## src/rtl/data_bus_interconnect.sv

```systemverilog
// ---------------------------------------------------------------------------
// data_bus_interconnect
//
// Connects the Grande_Risco5 data port to NUM_SLAVES memory-mapped slaves.
// Each access is decoded by base/mask (lowest matching index wins), forwarded
// to one slave through a registered one-hot strobe, and completed when that
// slave responds. Unmapped addresses, simultaneous read+write requests and
// slaves that do not answer within TIMEOUT_CYCLES all complete with an error
// response: DEFAULT_READ on reads, dropped data on writes, and a one-cycle
// bus_error pulse. This guarantees the core never stalls forever.
//
// Optional feature macro: BUS_ERROR_STATUS_EN
//   defined     -> err_count (saturating) and err_address (last error address)
//   not defined -> err_count and err_address are constant 0
//
// Ports
//   clk, reset            clock, synchronous active-high reset
//   data_address          core address
//   data_memory_read      core read request (held until response)
//   data_memory_write     core write request (held until response)
//   write_data            core write data
//   read_data             registered read data to core
//   data_memory_response  one-cycle completion pulse
//   slave_address         latched address shared by all slaves
//   slave_write_data      latched write data shared by all slaves
//   slave_read            one-hot read strobe
//   slave_write           one-hot write strobe
//   slave_read_data       flat NUM_SLAVES*32 vector, slot i = slave i
//   slave_response        per-slave completion
//   bus_error             one-cycle pulse with an error response
//   err_count             saturating error counter
//   err_address           address of the most recent error
// ---------------------------------------------------------------------------
module data_bus_interconnect #(
    parameter int                        NUM_SLAVES     = 4,
    parameter logic [NUM_SLAVES*32-1:0]  SLAVE_BASES    = {32'h3000_0000, 32'h2000_0000,
                                                           32'h1000_0000, 32'h0000_0000},
    parameter logic [NUM_SLAVES*32-1:0]  SLAVE_MASKS    = {4{32'hF000_0000}},
    parameter int                        TIMEOUT_CYCLES = 255,
    parameter logic [31:0]               DEFAULT_READ   = 32'hDEADBEEF
) (
    input  logic                       clk,
    input  logic                       reset,
    input  logic [31:0]                data_address,
    input  logic                       data_memory_read,
    input  logic                       data_memory_write,
    input  logic [31:0]                write_data,
    output logic [31:0]                read_data,
    output logic                       data_memory_response,
    output logic [31:0]                slave_address,
    output logic [31:0]                slave_write_data,
    output logic [NUM_SLAVES-1:0]      slave_read,
    output logic [NUM_SLAVES-1:0]      slave_write,
    input  logic [NUM_SLAVES*32-1:0]   slave_read_data,
    input  logic [NUM_SLAVES-1:0]      slave_response,
    output logic                       bus_error,
    output logic [15:0]                err_count,
    output logic [31:0]                err_address
);

    localparam int IDX_W = (NUM_SLAVES > 1) ? $clog2(NUM_SLAVES) : 1;

    typedef enum logic [1:0] {
        IDLE   = 2'd0,
        ACCESS = 2'd1,
        RESP   = 2'd2,
        ERR    = 2'd3
    } state_t;

    state_t                  state_reg;
    logic [31:0]             addr_reg;
    logic [31:0]             wdata_reg;
    logic [31:0]             read_data_reg;
    logic                    op_read_reg;
    logic [IDX_W-1:0]        idx_reg;
    logic [15:0]             count_reg;
    logic [NUM_SLAVES-1:0]   rd_strobe_reg;
    logic [NUM_SLAVES-1:0]   wr_strobe_reg;
    logic                    response_reg;
    logic                    bus_error_reg;

    // Address decode and per-slave read-data unpacking
    logic [NUM_SLAVES-1:0]   hit;
    logic [31:0]             slot_data [NUM_SLAVES];

    generate
        for (genvar gi = 0; gi < NUM_SLAVES; gi++) begin : g_slot
            assign hit[gi]       = (data_address & SLAVE_MASKS[gi*32 +: 32]) == SLAVE_BASES[gi*32 +: 32];
            assign slot_data[gi] = slave_read_data[gi*32 +: 32];
        end
    endgenerate

    logic [IDX_W-1:0]        hit_idx;
    logic [NUM_SLAVES-1:0]   hit_onehot;
    logic                    any_hit;

    always_comb begin
        hit_idx = '0;
        // Scan downwards so the lowest matching index is the one left behind
        for (int i = NUM_SLAVES - 1; i >= 0; i--) begin
            if (hit[i]) begin
                hit_idx = IDX_W'(i);
            end
        end
    end

    // Isolate the lowest set bit: same priority as hit_idx, in one-hot form
    assign hit_onehot = hit & ~(hit - NUM_SLAVES'(1));
    assign any_hit    = |hit;

    logic request;
    logic accept;
    logic sel_resp;
    logic timeout_hit;
    logic err_entry;

    assign request     = data_memory_read | data_memory_write;
    assign accept      = (state_reg == IDLE) && (data_memory_read ^ data_memory_write) && any_hit;
    // Only the selected slave's response matters; others are ignored
    assign sel_resp    = slave_response[idx_reg];
    assign timeout_hit = (count_reg == 16'(TIMEOUT_CYCLES - 1));
    assign err_entry   = ((state_reg == IDLE) && request && !accept) ||
                         ((state_reg == ACCESS) && !sel_resp && timeout_hit);

    always_ff @(posedge clk) begin
        if (reset) begin
            state_reg     <= IDLE;
            addr_reg      <= '0;
            wdata_reg     <= '0;
            read_data_reg <= '0;
            op_read_reg   <= 1'b0;
            idx_reg       <= '0;
            count_reg     <= '0;
            rd_strobe_reg <= '0;
            wr_strobe_reg <= '0;
            response_reg  <= 1'b0;
            bus_error_reg <= 1'b0;
        end else begin
            // Completion and error are single-cycle pulses
            response_reg  <= 1'b0;
            bus_error_reg <= 1'b0;
            case (state_reg)
                IDLE: begin
                    if (request) begin
                        addr_reg    <= data_address;
                        wdata_reg   <= write_data;
                        op_read_reg <= data_memory_read;
                        idx_reg     <= hit_idx;
                        count_reg   <= '0;
                    end
                    if (accept) begin
                        state_reg     <= ACCESS;
                        rd_strobe_reg <= data_memory_read  ? hit_onehot : '0;
                        wr_strobe_reg <= data_memory_write ? hit_onehot : '0;
                    end else if (err_entry) begin
                        state_reg     <= ERR;
                        response_reg  <= 1'b1;
                        bus_error_reg <= 1'b1;
                        if (data_memory_read) begin
                            read_data_reg <= DEFAULT_READ;
                        end
                    end
                end
                ACCESS: begin
                    if (sel_resp) begin
                        state_reg     <= RESP;
                        rd_strobe_reg <= '0;
                        wr_strobe_reg <= '0;
                        response_reg  <= 1'b1;
                        if (op_read_reg) begin
                            read_data_reg <= slot_data[idx_reg];
                        end
                    end else if (err_entry) begin
                        state_reg     <= ERR;
                        rd_strobe_reg <= '0;
                        wr_strobe_reg <= '0;
                        response_reg  <= 1'b1;
                        bus_error_reg <= 1'b1;
                        if (op_read_reg) begin
                            read_data_reg <= DEFAULT_READ;
                        end
                    end else begin
                        count_reg <= count_reg + 16'd1;
                    end
                end
                RESP:    state_reg <= IDLE;
                ERR:     state_reg <= IDLE;
                default: state_reg <= IDLE;
            endcase
        end
    end

    assign read_data            = read_data_reg;
    assign data_memory_response = response_reg;
    assign bus_error            = bus_error_reg;
    assign slave_address        = addr_reg;
    assign slave_write_data     = wdata_reg;
    assign slave_read           = rd_strobe_reg;
    assign slave_write          = wr_strobe_reg;

`ifdef BUS_ERROR_STATUS_EN
    logic [15:0] err_count_reg;
    logic [31:0] err_address_reg;

    // Updated on entry to ERR so the status is visible alongside bus_error
    always_ff @(posedge clk) begin
        if (reset) begin
            err_count_reg   <= '0;
            err_address_reg <= '0;
        end else if (err_entry) begin
            if (err_count_reg != 16'hFFFF) begin
                err_count_reg <= err_count_reg + 16'd1;
            end
            // Decode errors latch the address in the same edge, so take it direct
            err_address_reg <= (state_reg == IDLE) ? data_address : addr_reg;
        end
    end

    assign err_count   = err_count_reg;
    assign err_address = err_address_reg;
`else
    assign err_count   = 16'd0;
    assign err_address = 32'd0;
`endif

endmodule

```

## config.mk

```make
export PLATFORM = sky130hd
export DESIGN_NAME = data_bus_interconnect
export DESIGN_NICKNAME = d
export VERILOG_FILES = /design/src/rtl/data_bus_interconnect.sv
export SDC_FILE = /design/constraint.sdc
export NUM_CORES = 1
export LEC_CHECK = 0
export CORE_ASPECT_RATIO = 1.4
export CORE_MARGIN = 5
export CORE_UTILIZATION = 34
export DETAILED_ROUTE_END_ITERATION = 8
export HOLD_SLACK_MARGIN = 0.05
export PLACE_DENSITY_LB_ADDON = 0.15
export SETUP_SLACK_MARGIN = 0.1
export SLEW_MARGIN = 20
export SYNTH_ARGS = -nofsm -noshare
export SYNTH_HDL_FRONTEND = slang
export SYNTH_SLANG_ARGS = --single-unit
```

## constraint.sdc

```tcl
create_clock -name clk -period 2 [get_ports clk]
set_input_delay 0.3 -clock clk [delete_from_list [all_inputs] [get_ports clk]]
set_output_delay 0.3 -clock clk [all_outputs]
set_load 0.02 [all_outputs]
```

---- After elaboration in Yosys (flattened, before gate mapping) ----
Cells that the tools add are included.
operators by class
  $add $sub $neg .......................... 2
  $lt $le $gt $ge ......................... 2
  equal/unequal tests ..................... 17
  muxes and demuxes ....................... 39
  bitwise logic cells ..................... 5
  reduce and logical (&&, ||, !) cells .... 18
operators with widths
  kind                                             number
  two-way mux 32 bit                               9
  binary-select mux 32 bit (select 2 bit)          1
  one-hot mux 32 bit (2 select lines)              1
  two-way mux 16 bit                               3
  zero test 32 bit                                 1
  one-hot mux 16 bit (2 select lines)              1
  two-way mux 4 bit                                6
  adder 16 x 1 -> 16 bit (second input constant)   1
  == test 16 x 8 -> 1 bit (second input constant)  1
  one-hot mux 4 bit (2 select lines)               2
  two-way mux 2 bit                                7
  != test 2 bit (second input constant)            7
  != test 3 bit (second input constant)            3
  == test 4 x 2 -> 1 bit (second input constant)   2
  AND reduction 7 bit                              1
  logical AND 1 bit                                6
  one-hot mux 2 bit (3 select lines)               1
  two-way mux 1 bit                                5
  bitwise AND 4 bit                                1
  == test 2 bit (second input constant)            2
  == test 4 x 1 -> 1 bit (second input constant)   1
  NOT 4 bit                                        1
  one-hot mux 1 bit (2 select lines)               2
  AND reduction 4 bit                              1
  16 further kinds                                 17
storage, ports and cells
  flip-flop bits (word level) ............. 127
  word-level logic and storage cells ...... 94

---- Depth between registers and ports, before layout ----
Gate-level depths: netlist of run 1.
  word-level depth ........................ 9
  depth in mapped cells ................... 9

---- Worst setup path after synthesis of run 1 ----
No wires, ideal clock.
  kind .................................... input -> register
  start point ............................. input port data_memory_read
  end point ............................... register read_data_reg[30], in the netlist read_data[30]
  arrival ................................. 1914 ps
  setup slack ............................. -33 ps
  stages on the path ...................... 9
  buffers on the path ..................... 2
  path through ............................ inv_1 > ha_1 > or3_1 > clkbuf_1 > a21oi_1 > nor3b_2 > o21bai_1 > buf_2 > o221a_2
between the ends
  cells in the longest elaborated chain, start to end .. 8
  elaborated cells on any way between the ends .. 14
ends and longest elaborated chain
  element                                                          RTL line  source
  start: declaration                                               45        input logic data_memory_read,
  XOR 1 bit                                                        118       assign accept = (state_reg == IDLE) && (data_memory_read ^ data_memory_write) && any_hit;
  logical AND 1 bit (2 in series)                                  118
  zero test 1 bit                                                  122       assign err_entry = ((state_reg == IDLE) && request && !accept) ||
  logical AND 1 bit                                                122
  logical OR 1 bit                                                 122
  != test 3 bit (no line) / != test 2 bit (equally long branches)  --
  AND reduction 7 bit (no line) *                                  --
  end signal: assignment                                           171       read_data_reg <= slot_data[idx_reg];
  end: declaration                                                 73        logic [31:0] read_data_reg;
Every way passes the cells marked *; elsewhere a longest branch is shown, timed or not.
A chain may end at the register's enable or synchronous reset.

---- Worst setup path in the final report of run 1 ----
  start point ............................. register idx_reg[0]
  end point ............................... register read_data_reg[16], in the netlist read_data[16]
between the ends
  cells in the longest elaborated chain, start to end .. 8
  elaborated cells on any way between the ends .. 18
ends and longest elaborated chain
  element                                                          RTL line  source
  start: declaration                                               75        logic [IDX_W-1:0] idx_reg;
  start signal: assignment                                         148       idx_reg <= hit_idx;
  binary-select mux 1 bit (select 2 bit)                           120       assign sel_resp = slave_response[idx_reg];
  two-way mux 1 bit (implied by the code)                          120
  zero test 1 bit                                                  123       ((state_reg == ACCESS) && !sel_resp && timeout_hit);
  logical AND 1 bit (2 in series)                                  123
  logical OR 1 bit                                                 122
  != test 3 bit (no line) / != test 2 bit (equally long branches)  --
  AND reduction 7 bit (no line)                                    --
Parallel ways exist; a longest one is shown, timed or not. The select of a mux whose other input is x is not followed.

==> flow_summary.json, run 1 <==
{
  "run_status": "finished, final reports clean",
  "ys.flop_type": "sky130_fd_sc_hd__dfxtp_1",
  "numClockSinks": 127,
  "critical_path.most_common_cell": "sky130_fd_sc_hd__buf_4",
  "netSwitchingPower_mw": 2.48,
  "finalWeightedCongestion": 0.811,
  "worstReg2RegEnd": "read_data[16]",
  "postSynthRegisterBits": 127,
  "static-leakage-power_nw": 3.86,
  "drt-vias-per-instance": 4.76,
  "globalRouteOverflowTotal": 0,
  "asyncSetResetFlopFracSynth_pct": 0,
  "commonest_non_fill_non_tap_cell_in_the_layout": "sky130_fd_sc_hd__clkdlybuf4s50_1",
  "routed_wl_um": 21000,
  "final_cell_count_no_fill": 1225,
  "port-buffer-count": 305,
  "number_of_enable_type_register_cells_in_the_synthesized_netlist": 0,
  "wire_per_inst_um": 17.1,
  "detail_route.iter0.violations": 185,
  "synth-seq-area-share_pct": 42.8,
  "layout_common_cells": "302 x sky130_fd_sc_hd__clkdlybuf4s50_1, 150 x sky130_fd_sc_hd__nand2_1, 125 x sky130_fd_sc_hd__dfxtp_1",
  "first_global_vias": 5694,
  "peak_per_stage_delay_on_the_critical_path_ns": 0.55,
  "cp_data_required_time_ns": 2.35,
  "cts_hold_buf": 0,
  "core_area_um2": 17300,
  "timing_worst_slew_pin_value_ns": 0.490,
  "drc": 0,
  "number_of_clock_buffers_inserted_by_tritoncts": 17,
  "worstPathCellList": "mux4_2 > buf_4 > buf_4 > nand2_1 > o21bai_4 > clkbuf_16 > o221a_4",
  "critPathCapture": "read_data[16]",
  "fill_cells": 1554,
  "setup.worst_path.end_class": "flip-flop",
  "number_of_nets_in_the_final_layout": 1178,
  "final_hold_viol_count": 0,
  "synthesis.instances": 647,
  "worst-path-max-fanout": 5,
  "drt_pre_antenna_iters": 4,
  "cts_tree": "built",
  "final_critical_path_setup_slack_ns": 0.0836,
  "multiInputGateArea_um2": 3330,
  "critical_path.top_delay_family": "multiplexers",
  "final-setup-viol-count": 0,
  "detail-route-antenna-nets": 0,
  "design_area_um2": 10400,
  "root_buffer": "sky130_fd_sc_hd__clkbuf_16",
  "cp-startpoint": "idx_reg[0]",
  "syn-mean-instance-area_um2": 9.18,
  "setup.reg_to_reg.worst_slack_ns": 0.08,
  "global_route_wire_length_before_repair_um": 30800,
  "clkLatencyLatePin_ns": 0.41,
  "dp_slack_ns": -0.802,
  "clock_slew_at_reported_path_ffs_ns": 0.05,
  "grt_start_max_net_pins": 89,
  "slew_violations": 0,
  "placed_cells": 1185,
  "chipWidth_um": 122,
  "start_util_pct": 34.4,
  "post_route_cells_drive_above_1_share_pct": 18.2,
  "power.share.switching_pct": 29.7,
  "critPathArrivalTime_ns": 2.27,
  "std_cell_rows": 57,
  "cp.depth": 7,
  "design.die.area_um2": 20200,
  "startpoint_type": "flip-flop",
  "worstRegToRegCells": 7,
  "maxCapViolations": 0,
  "seq_power_share_pct": 35.0,
  "clock.fmax_mhz": 522,
  "fraction_of_power_consumed_by_combinational_cells_pct": 30.1,
  "skew_ns": 0.00838,
  "clockBufferDepth": 2,
  "grt_use_total_pct": 19.3,
  "ys_types": 46,
  "worst_r2r_startpoint": "idx_reg[0]",
  "ff_latch_area_um2": 2550,
  "synth_area_um2": 5940,
  "dp.final_hpwl_um": 15900,
  "io_pins": 354,
  "min_period_ns": 1.92,
  "dpl_cell_area_um2": 9560,
  "setup.worst_path.class": "flip-flop to flip-flop",
  "final.period_utilization_pct": 95.8,
  "clock_power_share_pct": 34.9,
  "layout-area-overhead-vs-synth_pct": 75.2,
  "power_density_normalized_to_cell_area_nw_per_um2": 802,
  "critPathBufInv": 3,
  "vdd.ir_drop.worst_uv": 559,
  "floorplan.die.height_um": 166,
  "p_int_mw": 5.87,
  "total_power_mw": 8.34,
  "clock_tree.htree_level_count": 4,
  "critical_path.slowest_cell": "sky130_fd_sc_hd__mux4_2",
  "final_core_utilization_pct": 60.3,
  "grt_setup_unrepaired": "yes",
  "hold_class": "input pin to flip-flop",
  "maxSlewHeadroom_pct": 67.1,
  "vias_after_detailed_routing": 5837,
  "count_of_synthesis_stage_warnings_from_yosys": 0,
  "grt_antenna_before_repair": 1
}
metrics by stage:
| step | hold slack (ns) | setup TNS, ns |
|---|---|---|
| 2_1_floorplan | 0.436 | 0 |
| 3_3_place_gp | 0.440 | -42.01 |
| 3_5_place_dp | 0.446 | -44.46 |
| 4_1_cts | 0.375 | 0 |
| 5_1_grt | 0.386 | -0.0147 |
| 6_report | 0.375 | 0 |
worst min-delay path by stage:
stage | from | end | slack, ns | cells past startpoint
2_1_floorplan | data_memory_read | op_read_reg | 0.44 | 2
3_3_place_gp | slave_write_data[15] | slave_write_data[15] | 0.44 | 2
3_5_place_dp | slave_write_data[30] | slave_write_data[30] | 0.45 | 2
4_1_cts | reset | count_reg[2] | 0.37 | 4
5_1_grt | reset | count_reg[2] | 0.39 | 4
6_report | reset | count_reg[2] | 0.38 | 4
worst register-to-register path: stages (launching register included):
cell and delay (ns):
sky130_fd_sc_hd__dfxtp_4 0.36, sky130_fd_sc_hd__mux4_2 0.55, sky130_fd_sc_hd__buf_4 0.17, sky130_fd_sc_hd__buf_4 0.13
sky130_fd_sc_hd__nand2_1 0.07, sky130_fd_sc_hd__o21bai_4 0.20, sky130_fd_sc_hd__clkbuf_16 0.23, sky130_fd_sc_hd__o221a_4 0.16
power groups by stage:
stage	Sequential [mW]	Clock [mW]	Combinational (mW)
4_1_cts	2.92	3.00	2.49
6_report	2.92	2.91	2.51
3_3_place_gp	2.97	0	2.43
3_5_place_dp	2.98	0	2.44
5_1_grt	2.95	3.12	2.69
2_1_floorplan	3.25	0	0.991
layer usage:
| metal | share of wire [%] | track usage (%) |
|---|---|---|
| met1 | 36 | 20.3 |
| met2 | 53 | 35.1 |
| met3 | 9.3 | 7.60 |
| met4 | 1.3 | 5.75 |
| met5 | 0 | 0 |
synth_stat cells (3+ instances only):
master	count	share of area [%]
sky130_fd_sc_hd__o221a_2	24	4.6
sky130_fd_sc_hd__o21ai_0	18	1.5
sky130_fd_sc_hd__o21a_1	3	0.38
sky130_fd_sc_hd__o211ai_1	3	0.38
sky130_fd_sc_hd__o32ai_1	8	1.2
sky130_fd_sc_hd__buf_1	5	0.32
sky130_fd_sc_hd__nor3_1	6	0.51
sky130_fd_sc_hd__clkbuf_1	33	2.1
sky130_fd_sc_hd__buf_4	48	6.1
sky130_fd_sc_hd__nand3_1	13	1.1
sky130_fd_sc_hd__inv_1	12	0.76
sky130_fd_sc_hd__nand4_1	8	0.84
sky130_fd_sc_hd__nor2b_1	3	0.32
sky130_fd_sc_hd__a21oi_1	91	7.7
sky130_fd_sc_hd__nor2_1	10	0.63
sky130_fd_sc_hd__mux4_2	33	13
sky130_fd_sc_hd__nand2_1	150	9.5
sky130_fd_sc_hd__or3_1	9	0.95
sky130_fd_sc_hd__buf_2	8	0.67
sky130_fd_sc_hd__dfxtp_1	127	43
sky130_fd_sc_hd__ha_1	3	0.63
area by class of cell:
type                    count  share of cell area (%)
clock inverters            11                    1.06
inverters                  13                   0.517
multi-input cells         459                    32.0
flip-flops and latches    127                    24.5
repair buffers            357                    34.6
clock buffers              21                    4.43
well taps                 236                    2.84
diodes                      1                  0.0241
cells by family (layout without fill, tap and decap cells):
family                   count (synthesis)  in the layout  synth area share (%)
flip-flops                             127            127                  42.8
other                                    1             49                0.0632
AO/OA/AOI/OAI                          153            153                  16.5
XOR/XNOR                                 2              2                 0.295
buffers and inverters                  108            402                  10.2
adder cells (fa/ha/maj)                  3              3                 0.632
multiplexers                            36             36                  13.0
AND/OR/NAND/NOR                        217            217                  16.4
timing repair:
action / in CTS / in global routing
cloned: 1 / 3
resized for setup: 10 / 38
pin swaps: 1 / 8
setup endpoints to repair: 53 / 53
setup buffers: 1 / 2
(Power assumes the default switching activity.)
==> run 2, diff against run 1 <==
==> constraint.sdc (replaced) <==
create_clock -name clk -period 1.7 [get_ports clk]
set_input_delay 0.255 -clock clk [delete_from_list [all_inputs] [get_ports clk]]
set_output_delay 0.255 -clock clk [all_outputs]
set_load 0.02 [all_outputs]
==> run 2 against run 1 <==
- register-to-register slack worse by 0.29 ns
- sequential cell count stayed put
- die area stayed put
- cell count is 2.0% higher
- highest routed layer unchanged
- the flow now finishes with violations (negative setup slack)
- routed wire length is 1.4% higher
- combinational power is 14% higher
- hold slack worse by 0.063 ns
==> flow_summary.json, run 2 (same netlist as run 1, synthesis figures left out) <==
{
  "critPathArrivalTime_ns": 2.25,
  "first_global_vias": 5946,
  "design.die.area_um2": 20200,
  "critPathCapture": "count_reg[15]",
  "dp.final_hpwl_um": 16300,
  "port-buffer-count": 305,
  "worstRegToRegCells": 5,
  "power_density_normalized_to_cell_area_nw_per_um2": 938,
  "skew_ns": 0.0105,
  "grt_start_max_net_pins": 52,
  "violations": "negative setup slack",
  "numClockSinks": 127,
  "globalRouteOverflowTotal": 0,
  "startpoint_type": "flip-flop",
  "chipWidth_um": 122,
  "number_of_nets_in_the_final_layout": 1204,
  "global_route.peak_usage_layer": "met2",
  "setup.worst_path.end_class": "flip-flop",
  "io_pins": 354,
  "final.period_utilization_pct": 112,
  "routed_wl_um": 21300,
  "clock_tree.htree_level_count": 4,
  "drc": 0,
  "setup.reg_to_reg.worst_slack_ns": -0.20,
  "commonest_non_fill_non_tap_cell_in_the_layout": "sky130_fd_sc_hd__clkdlybuf4s50_1",
  "core_area_um2": 17300,
  "layout_common_cells": "196 x sky130_fd_sc_hd__clkdlybuf4s50_1, 149 x sky130_fd_sc_hd__nand2_1, 123 x sky130_fd_sc_hd__dfxtp_1",
  "run_status": "finished with violations",
  "final_critical_path_setup_slack_ns": -0.203,
  "number_of_clock_buffers_inserted_by_tritoncts": 17,
  "worst_r2r_startpoint": "idx_reg[0]",
  "finalWeightedCongestion": 0.814,
  "maxCapViolations": 0,
  "gr-usage-met3_pct": 7.29,
  "placed_cells": 1208,
  "static-leakage-power_nw": 4.44,
  "setup.worst_path.class": "flip-flop to flip-flop",
  "worstReg2RegEnd": "count_reg[15]",
  "cp-startpoint": "idx_reg[0]",
  "final_cell_count_no_fill": 1249,
  "final_hold_viol_count": 0,
  "clock_slew_at_reported_path_ffs_ns": 0.06,
  "wire_per_inst_um": 17.0,
  "hold_class": "input pin to flip-flop",
  "cp_data_required_time_ns": 2.05,
  "start_util_pct": 34.4,
  "post_route_cells_drive_above_1_share_pct": 21.1,
  "min_period_ns": 1.90,
  "final-setup-viol-count": 55,
  "drt_pre_antenna_iters": 5,
  "detail_route.iter0.violations": 183,
  "global_route_wire_length_before_repair_um": 32200,
  "worst-path-max-fanout": 8,
  "clock.fmax_mhz": 526,
  "grt_antenna_before_repair": 0,
  "floorplan.die.height_um": 166,
  "num_antenna_cells": 0,
  "total_power_mw": 9.88,
  "vias_after_detailed_routing": 5954,
  "grtUsageMet1_pct": 22.3,
  "slew_violations": 0,
  "cts_tree": "built",
  "global_route.usage.met2_pct": 35.7,
  "detail-route-antenna-nets": 0,
  "clkLatencyLatePin_ns": 0.42,
  "grt_use_total_pct": 20.2,
  "drt-vias-per-instance": 4.77,
  "vdd.ir_drop.worst_uv": 557,
  "clockBufferDepth": 2,
  "layout-area-overhead-vs-synth_pct": 77.4,
  "std_cell_rows": 57,
  "grt_setup_unrepaired": "yes",
  "root_buffer": "sky130_fd_sc_hd__clkbuf_16"
}
[run 2: changes by cell type in the layout (fill, tap and decap cells not counted), moves of 4 or more]
| cell | change |
|---|---|
| sky130_fd_sc_hd__clkdlybuf4s50_1 | -106 |
| sky130_fd_sc_hd__dlygate4sd2_1 | +106 |
| sky130_fd_sc_hd__buf_4 | +26 |
| sky130_fd_sc_hd__buf_16 | +4 |
| sky130_fd_sc_hd__o21ai_1 | +5 |
| sky130_fd_sc_hd__inv_6 | +4 |
[run 2: metrics by stage]
| step | utilization [%] | setup WS, ns | cell area (um^2) | TNS, ns | hold slack, ns |
|---|---|---|---|---|---|
| global placement | 56.6 | -0.799 | 9770 | -71.56 | 0.440 |
| global route | 61.0 | -0.269 | 10500 | -10.67 | 0.309 |
| CTS | 60.8 | -0.153 | 10500 | -5.35 | 0.303 |
| finish | 61.0 | -0.203 | 10500 | -6.40 | 0.312 |
| floorplan | - | -0.162 | 6450 | -4.90 | 0.391 |
| detailed placement | 56.6 | -0.826 | 9770 | -73.33 | 0.446 |
[run 2: worst min-delay path by stage]
stage | endpoint | startpoint | depth (start not counted)
2_1_floorplan | op_read_reg | data_memory_read | 2
3_3_place_gp | slave_address[31] | slave_address[31] | 2
3_5_place_dp | slave_address[14] | slave_address[14] | 2
4_1_cts | read_data[4] | reset | 2
5_1_grt | read_data[22] | reset | 2
6_report | read_data[4] | reset | 2
[run 2: area by class of cell]
type                    count  area, um^2
inverters                  13        51.3
clock inverters            14         156
clock buffers              17         425
well taps                 236         295
flip-flops and latches    127        2550
repair buffers            383        3670
fillers                  1569        6730
multi-input cells         459        3380
[run 2: critical path, stage by stage, from the launching register on]
cell                      delay [ns]
sky130_fd_sc_hd__dfxtp_2        0.35
sky130_fd_sc_hd__mux4_2         0.59
sky130_fd_sc_hd__nor4_4         0.28
sky130_fd_sc_hd__o21ai_4        0.14
sky130_fd_sc_hd__or3_4          0.35
sky130_fd_sc_hd__a21oi_2        0.12
[run 2: where the power goes]
part	leakage [nW]	switching (mW)	internal [mW]	total, mW
clock network	0.285	1.42	2.17	3.60
registers	1.04	0.152	3.27	3.42
logic	3.11	1.46	1.40	2.86
total	4.44	3.04	6.85	9.88
[run 2: what timing repair did]
item,in CTS,in global routing
buffers inserted,4,2
setup endpoints to repair,233,63
resized for setup,144,11
hold endpoints to repair,0,0
pin swaps,12,12
cloned,5,0
hold buffers,0,0
[run 2: routing by layer]
metal | up-vias | share of wire, %
met3 | 27 | 9.0
met5 | - | 0
met4 | 0 | 1.9
met1 | 2761 | 38
met2 | 244 | 51
li1 | 2922 | -
==> run 3, diff against run 2 <==
--- a/config.mk
+++ b/config.mk
@@ -10,7 +10,9 @@
 export CORE_UTILIZATION = 34
 export DETAILED_ROUTE_END_ITERATION = 8
 export HOLD_SLACK_MARGIN = 0.05
+export MAX_ROUTING_LAYER = met4
 export PLACE_DENSITY_LB_ADDON = 0.15
+export REMOVE_ABC_BUFFERS = 1
 export SETUP_SLACK_MARGIN = 0.1
 export SLEW_MARGIN = 20
 export SYNTH_ARGS = -nofsm -noshare
==> run 3 against run 2 <==
- non-clock buffer count grew 10
- clock power is 11% higher
- clock skew is 0.00071 ns higher
- power rose by 5.1%
- global-route usage up 0.45 points
- cell count increased by 0.96%
- the flow still finishes with violations (negative setup slack)
==> flow_summary.json, run 3 (same netlist as run 1, synthesis figures left out) <==
{
  "run_status": "finished with violations",
  "violations": "negative setup slack",
  "clock_tree.htree_level_count": 4,
  "start_util_pct": 34.4,
  "detail-route-antenna-nets": 0,
  "grt_antenna_before_repair": 1,
  "timing.hold.ws_ns": 0.348,
  "std_cell_rows": 57,
  "routed_wl_um": 21400,
  "grtUsageMet1_pct": 22.1,
  "clkLatencyLatePin_ns": 0.41,
  "slew_violations": 0,
  "clock_slew_at_reported_path_ffs_ns": 0.06,
  "design.die.area_um2": 20200,
  "final_hold_viol_count": 0,
  "worst-path-max-fanout": 8,
  "globalRouteOverflowTotal": 0,
  "dp.final_hpwl_um": 15300,
  "clockBufferDepth": 2,
  "number_of_clock_buffers_inserted_by_tritoncts": 17,
  "final.period_utilization_pct": 114,
  "final_cell_count_no_fill": 1261,
  "final_core_utilization_pct": 62.7,
  "critical_path.top_delay_family": "simple AND/OR/NAND/NOR gates",
  "setup.worst_path.end_class": "flip-flop",
  "vdd.ir_drop.worst_uv": 619,
  "cts_tree": "built",
  "setup.worst_path.class": "flip-flop to flip-flop",
  "number_of_nets_in_the_final_layout": 1214,
  "grt_use_total_pct": 20.7,
  "drt-vias-per-instance": 4.78,
  "worstPathCellList": "mux4_2 > nor4_4 > o21ai_4 > or3_1 > a21oi_1",
  "detail_route.iter0.violations": 364,
  "global_route.peak_usage_layer": "met2",
  "hold_class": "input pin to flip-flop",
  "skew_ns": 0.0112,
  "critPathArrivalTime_ns": 2.28,
  "critPathBufInv": 0,
  "critical_path.slowest_cell": "sky130_fd_sc_hd__mux4_2",
  "port-buffer-count": 305,
  "final-setup-viol-count": 55,
  "root_buffer": "sky130_fd_sc_hd__clkbuf_16",
  "cp_data_required_time_ns": 2.04,
  "power_density_normalized_to_cell_area_nw_per_um2": 961,
  "chipWidth_um": 122,
  "first_global_vias": 6022,
  "layout-area-overhead-vs-synth_pct": 82.1,
  "worstRegToRegCells": 5,
  "final_critical_path_setup_slack_ns": -0.243,
  "maxCapViolations": 0,
  "vias_after_detailed_routing": 6033,
  "fin_setup_tns_ns": -8.79,
  "core_area_um2": 17300,
  "global_route_wire_length_before_repair_um": 31900,
  "startpoint_type": "flip-flop",
  "grt_setup_unrepaired": "yes",
  "gr-usage-met3_pct": 5.52,
  "commonest_non_fill_non_tap_cell_in_the_layout": "sky130_fd_sc_hd__clkdlybuf4s50_1",
  "finalWeightedCongestion": 0.810,
  "post_route_cells_drive_above_1_share_pct": 22.9,
  "fill_cells": 1522,
  "layout_common_cells": "197 x sky130_fd_sc_hd__clkdlybuf4s50_1, 148 x sky130_fd_sc_hd__nand2_1, 123 x sky130_fd_sc_hd__dfxtp_1",
  "cp.depth": 5,
  "placed_cells": 1206,
  "peak_per_stage_delay_on_the_critical_path_ns": 0.55,
  "min_path_cells": 3,
  "min_period_ns": 1.94,
  "static-leakage-power_nw": 4.56,
  "global_route.usage.met2_pct": 36.9,
  "floorplan.die.height_um": 166,
  "dp_slack_ns": -1.04,
  "io_pins": 354,
  "drc": 0,
  "wire_per_inst_um": 17.0,
  "grt_start_max_net_pins": 71,
  "drt_pre_antenna_iters": 6,
  "numClockSinks": 127,
  "clock.fmax_mhz": 515
}
-- run 3: through the flow --
stage	cell area, um^2	power [mW]
5_1_grt	10800	10.9
4_1_cts	10600	10.4
3_5_place_dp	9480	6.24
2_1_floorplan	5560	4.71
6_report	10800	10.4
3_3_place_gp	9480	6.23
-- run 3: power breakdown --
group / leakage (nW) / total (mW) / switching [mW] / internal (mW)
Combinational: 3.20 / 2.98 / 1.50 / 1.48
Clock: 0.314 / 3.99 / 1.48 / 2.51
Sequential: 1.04 / 3.43 / 0.155 / 3.27
-- run 3: area by class of cell --
cell class | count | area [um^2] | area share, %
multi-input combinational | 459 | 3460 | 32.0
sequential | 127 | 2550 | 23.6
tap | 236 | 295 | 2.73
inverter | 13 | 48.8 | 0.451
antenna | 1 | 2.50 | 0.0231
clock buffer | 17 | 425 | 3.93
timing repair buffer | 393 | 3810 | 35.2
clock inverter | 15 | 220 | 2.04
-- run 3: final timing paths --
check                       start                    to  slack (ns)
max                    idx_reg[0]         count_reg[15]       -0.24
min                         reset  slave_write_data[27]        0.35
max reg2reg            idx_reg[0]         count_reg[15]       -0.24
min reg2reg  slave_write_data[23]  slave_write_data[23]        0.45
-- run 3: timing repair --
action                     CTS  global route
hold buffers                 0             0
pin swaps                   18            12
buffers inserted            11            11
gates resized for setup    187            39
setup endpoints to repair  231            61
cloned                       5             1
-- run 3: worst reg2reg max path: stages, from the launching register on --
cell and delay, ns:
sky130_fd_sc_hd__dfxtp_4 0.36, sky130_fd_sc_hd__mux4_2 0.55, sky130_fd_sc_hd__nor4_4 0.31, sky130_fd_sc_hd__o21ai_4 0.15, sky130_fd_sc_hd__or3_1 0.36, sky130_fd_sc_hd__a21oi_1 0.14
-- run 3: layer usage --
metal / vias up / part of all wire, % / routed length [um]
met5: - / 0 / 0
met4: 0 / 1.6 / 349
met3: 23 / 7.5 / 1610
met2: 273 / 53 / 11400
met1: 2789 / 38 / 8070
li1: 2948 / - / -
